**config.mk**
```make
export PLATFORM = sky130hd
export DESIGN_NAME = instr_fetch
export DESIGN_NICKNAME = d
export VERILOG_FILES = /design/src/rtl/instr_fetch.sv
export SDC_FILE = /design/constraint.sdc
export NUM_CORES = 1
export LEC_CHECK = 0
export CORE_MARGIN = 1.5
export CORE_UTILIZATION = 30
export CTS_CLUSTER_DIAMETER = 120
export DETAILED_ROUTE_END_ITERATION = 8
export HOLD_SLACK_MARGIN = 0.15
export RECOVER_POWER = 50
export SLEW_MARGIN = 20
export SYNTH_ARGS = -nofsm -noshare
export SYNTH_HDL_FRONTEND = slang
export SYNTH_SLANG_ARGS = --single-unit
```
**constraint.sdc**
```tcl
create_clock -name clk -period 7.71 [get_ports clk]
set_clock_uncertainty 0.05 [all_clocks]
set_input_delay 1.9275 -clock clk [delete_from_list [all_inputs] [get_ports clk]]
set_output_delay 1.9275 -clock clk [all_outputs]
set_load 0.01 [all_outputs]
```
**src/rtl/instr_fetch.sv**
```systemverilog
// Instruction fetch stage: drives the instruction-memory request, captures the
// returned word, and holds it for decode until the consumer releases it. The
// next PC is either sequential (PC+4) or a branch target (PC+ImmExt), and it is
// always forced to word alignment. A memory that never answers within TIMEOUT
// wait cycles parks the block in a sticky error state.
module instr_fetch #(
  parameter logic [31:0] RESET_PC = 32'h0000_0000,
  parameter int          TIMEOUT  = 15
) (
  input  logic        clk,
  input  logic        reset,
  input  logic        PCSrc,
  input  logic [31:0] ImmExt,
  input  logic        stall,
  output logic        imem_req,
  output logic [31:0] imem_addr,
  input  logic        imem_ready,
  input  logic [31:0] imem_rdata,
  output logic [31:0] Instr,
  output logic [31:0] PC,
  output logic [31:0] PCPlus4,
  output logic        instr_valid,
  output logic        fetch_err
);

  localparam int          CW        = $clog2(TIMEOUT + 1);
  // Value the counter holds on the last tolerated wait cycle.
  localparam logic [CW-1:0] LAST_WAIT = CW'(TIMEOUT - 1);
  localparam logic [31:0] NOP_INSTR = 32'h0000_0013;

  typedef enum logic [1:0] {
    FETCH = 2'd0,
    HOLD  = 2'd1,
    ERR   = 2'd2
  } state_t;

  state_t        state_r;
  logic [CW-1:0] wait_r;
  logic [31:0]   pc_r;
  logic [31:0]   instr_r;
  logic          req_r;
  logic          valid_r;
  logic          err_r;

  logic [31:0]   pc_sum_s;
  logic [31:0]   pc_next_s;

  // Next-PC selection: branch target or sequential, truncated to a word boundary.
  always_comb begin
    pc_sum_s  = 32'h0000_0000;
    pc_next_s = 32'h0000_0000;
    if (PCSrc) begin
      pc_sum_s = pc_r + ImmExt;
    end else begin
      pc_sum_s = pc_r + 32'd4;
    end
    pc_next_s = pc_sum_s & 32'hFFFF_FFFC;
  end

  // Fetch FSM with registered request/valid/error outputs.
  always_ff @(posedge clk or posedge reset) begin
    if (reset) begin
      state_r <= FETCH;
      wait_r  <= '0;
      pc_r    <= RESET_PC;
      instr_r <= NOP_INSTR;
      req_r   <= 1'b1;
      valid_r <= 1'b0;
      err_r   <= 1'b0;
    end else begin
      case (state_r)
        FETCH: begin
          // A ready response wins over a simultaneous timeout.
          if (imem_ready) begin
            instr_r <= imem_rdata;
            state_r <= HOLD;
            req_r   <= 1'b0;
            valid_r <= 1'b1;
          end else if (wait_r == LAST_WAIT) begin
            state_r <= ERR;
            req_r   <= 1'b0;
            err_r   <= 1'b1;
          end else begin
            wait_r  <= wait_r + CW'(1);
          end
        end
        HOLD: begin
          if (!stall) begin
            pc_r    <= pc_next_s;
            wait_r  <= '0;
            state_r <= FETCH;
            req_r   <= 1'b1;
            valid_r <= 1'b0;
          end else begin
            state_r <= HOLD;
          end
        end
        ERR: begin
          state_r <= ERR;
          req_r   <= 1'b0;
          valid_r <= 1'b0;
          err_r   <= 1'b1;
        end
        default: begin
          // An unreachable encoding is treated as a fault and parked in ERR.
          state_r <= ERR;
          req_r   <= 1'b0;
          valid_r <= 1'b0;
          err_r   <= 1'b1;
        end
      endcase
    end
  end

  assign imem_req    = req_r;
  assign imem_addr   = pc_r;
  assign PC          = pc_r;
  assign PCPlus4     = pc_r + 32'd4;
  assign Instr       = instr_r;
  assign instr_valid = valid_r;
  assign fetch_err   = err_r;

endmodule

```
==> metrics.md <==
| Metric | Value |
|---|---|
| First-pass GRT wire length | 25800 um |
| Power Dens Cells | 364 nW/um^2 |
| # diodes | 0 |
| GRT Total Usage | 0.165 |
| DRT iter0 DRCs | 244 |
| Setup TNS | 0 ps |
| Initial antenna violation count | 0 |
| CP Class | reg2out |
| Sequential share of power | 0.246 |
| Slew margin rel. | -0.154 |
| Largest net degree at the start of global routing | 72 |
| Most frequent cells in the layout | 156 x clkdlybuf4s50_1, 67 x dfrtp_1, 53 x o21ai_0 |
| Core Region | 18100 sq um |
| CTS tree | yes |
| Width of the chip | 139 um |
| Post-Syn Area | 5580 sq um |
| Clk_lat worst skew | 340 ps |
| Netlist cell types | 73 |
| Multi-input logic area | 3360 sq um |
| Buffers on Ports | 191 |
| Post-synth ARST share | 1.00 |
| Switching portion of total power | 0.409 |
| Total power | 2830 uW |
| Worst vdd rail ir drop | 166 uV |
| Slowest stage cell, crit path | clkdlybuf4s50_1 |
| Combinational Power Share | 0.578 |
| Final-report hold violation count | 0 |
| Worst Setup End Kind | primary output |
| Critical path arrival | 3250 ps |
| 1st-pass router iterations | 6 |
| GP Congestion | 0.851 |
| Layout cells sized above 1 | 0.102 |
| Total gr overflow | 0 |
| H-tree Lvls | 3 |
| Reg clk slew, reported paths | 60 ps |
| Critical Path Source Type | flip-flop |
| Vias in the first global route | 4851 |
| Synth Flop Type | dfrtp_1 |
| DR WL/cell | 16.0 um |
| Crit path max fanout | 8 |
| Seq/Total Area, Yosys | 0.319 |
| Post-CTS Setup Inserts | 0 |
| Final Cycle Share | 0.678 |
| Total clock sinks | 71 |
| Nets | 878 |
| Total Wirelength | 16200 um |
| Starting Density | 0.308 |
| Crit path cell chain | and3_1, nand4_4, nor2b_4, and3_1, nand3_4, nor2_1, xor2_1, clkdlybuf4s50_1 |
| Max-Cap Viols | 1 |
| Top Ports | 200 |
| Most common cell after layout, fill and taps aside | clkdlybuf4s50_1 |
| Hold WC Path Type | reg2reg |
| Root buf cell | clkbuf_16 |
| Synth-to-layout area growth | 39.4% |
| Max-slew violations | 33 |
| Hpwl dp | 12200 um |
| Max Buffers Root-to-Sink | 2 |
| Req. time, crit path | 5730 ps |
| Post-synth EDFFs | 0 |
| Status | finished, violations left |
| Final setup violation count | 0 |
| FMAX | 191 MHz |
| Vias | 5061 |
| Post-synthesis register bit count | 71 |
| RSZ-0062 raised after global routing | no |
| Failing checks | design-rule violations, max-capacitance violations, max-slew violations |
| Via density per instance | 5.01 |
| FF/Latch Area | 1780 sq um |
| Drc violations | 23 |
| Fin util | 0.430 |
| Internal | 1670 uW |
| Post-Syn Instances | 629 |
| Critical path's most frequent cell | and3_1 |
| Critical Path Max Stage Delay | 560 ps |
| Final min period | 5230 ps |
| CTS buffer count | 9 |
| Switching pwr | 1160 uW |
| Full die area | 19400 sq um |
| FILL cells | 1829 |
| Antenna viol nets, final | 0 |
| Slew @ Worst Pin | 1730 ps |
| Clock power share | 0.176 |
| Die Y | 139 um |
| Mapped Avg Cell Area | 8.87 sq um |
| Warnings, synthesis | 0 |
| Hold bufs inserted after CTS | 0 |
| Leak | 0.00327 uW |
| Core Rows | 49 |
| Post-cts gate resize count | 0 |
[metrics by stage]
stage	hold slack [ps]	cells	area [sq um]	worst slack, ps
2_1_floorplan	432	634	5600	3470
3_3_place_gp	413	994	7430	2430
3_5_place_dp	407	994	7430	2410
4_1_cts	426	1010	7780	2420
5_1_grt	456	1010	7780	2230
6_report	412	1010	7780	2480
[final timing paths]
kind                       slack (ps)  depth (start not counted)                    end             startpoint
setup / recovery                 2480                          8            PCPlus4[25]      PC[2]$_DFFE_PP0P_
hold / removal                    410                          1  fetch_err$_DFFE_PP0P_  fetch_err$_DFFE_PP0P_
setup reg to reg                 4220                         11     PC[30]$_DFFE_PP0P_      PC[2]$_DFFE_PP0P_
hold reg to reg                   410                          1  fetch_err$_DFFE_PP0P_  fetch_err$_DFFE_PP0P_
max in group asynchronous        4710                          3  Instr[25]$_DFFE_PP0P_                  reset
min in group asynchronous        2290                          3      PC[8]$_DFFE_PP0P_                  reset
[worst max-delay path, delay by kind of cell, from the launching register on]
| kind | cells | cell delay [ps] |
|---|---|---|
| XOR/XNOR | 1 | 170 |
| buffers and inverters | 1 | 560 |
| flip-flops | 1 | 490 |
| AND/OR/NAND/NOR | 6 | 1680 |
[routing by layer]
| layer | part of all wire | GRT usage | up-vias |
|---|---|---|---|
| li1 | - | - | 2509 |
| met2 | 0.45 | 0.268 | 158 |
| met5 | 0 | 0 | - |
| met1 | 0.47 | 0.225 | 2379 |
| met3 | 0.060 | 0.0258 | 15 |
| met4 | 0.014 | 0.0521 | 0 |
[cells in the mapped netlist, types with 3 or more instances]
master / instances / area (sq um)
xor2_1: 33 / 289
mux2_2: 32 / 360
ha_1: 32 / 400
o21a_1: 3 / 22.5
inv_1: 15 / 56.3
a32oi_1: 3 / 26.3
nand4_1: 5 / 31.3
nand2_1: 49 / 184
o22ai_1: 4 / 25.0
nor3b_1: 3 / 22.5
nand3_1: 14 / 70.1
buf_4: 36 / 270
or3_1: 3 / 18.8
xnor2_1: 22 / 193
dfstp_2: 4 / 105
a21oi_1: 48 / 240
o21ai_0: 53 / 265
nor2_1: 46 / 173
buf_1: 5 / 18.8
clkbuf_1: 21 / 78.8
dfrtp_1: 67 / 1680
nor2_4: 3 / 33.8
and3_1: 12 / 75.1
a21o_1: 15 / 113
and2_1: 5 / 31.3
o21ai_1: 8 / 40.0
and3_2: 3 / 22.5
a22oi_1: 15 / 113
nor2b_1: 3 / 18.8
nor3_1: 10 / 50.1
[state kept, by name (all words and copies together), names as in the netlist]
signal and flops:
PC 30, imem_req 1, fetch_err 1, wait_r 4, instr_valid 1, state_r 2
Instr 32
[cells by family after synthesis]
logic type | synth area share
other cells | 0.000672
compound gates | 0.202
xor+xnor | 0.0863
fa+ha+maj | 0.0754
mux | 0.0682
flops | 0.319
buf+inv | 0.0816
simple gates | 0.166
[power groups by stage]
stage | registers, uW | clock network, uW | logic, uW
after detailed placement | 704 | 0 | 1640
after CTS | 698 | 511 | 1650
after floorplan | 690 | 0 | 991
after global routing | 723 | 524 | 1780
final | 695 | 497 | 1630
after global placement | 701 | 0 | 1640
[final cells by class]
| class | count | share of cell area |
|---|---|---|
| Multi-Input combinational cell | 482 | 0.432 |
| Timing Repair Buffer | 196 | 0.249 |
| Sequential cell | 71 | 0.229 |
| Tap cell | 229 | 0.0368 |
| Clock buffer | 9 | 0.0290 |
| Clock inverter | 7 | 0.0161 |
| Inverter | 16 | 0.00772 |
No activity file was read; power rests on OpenSTA's default activity.
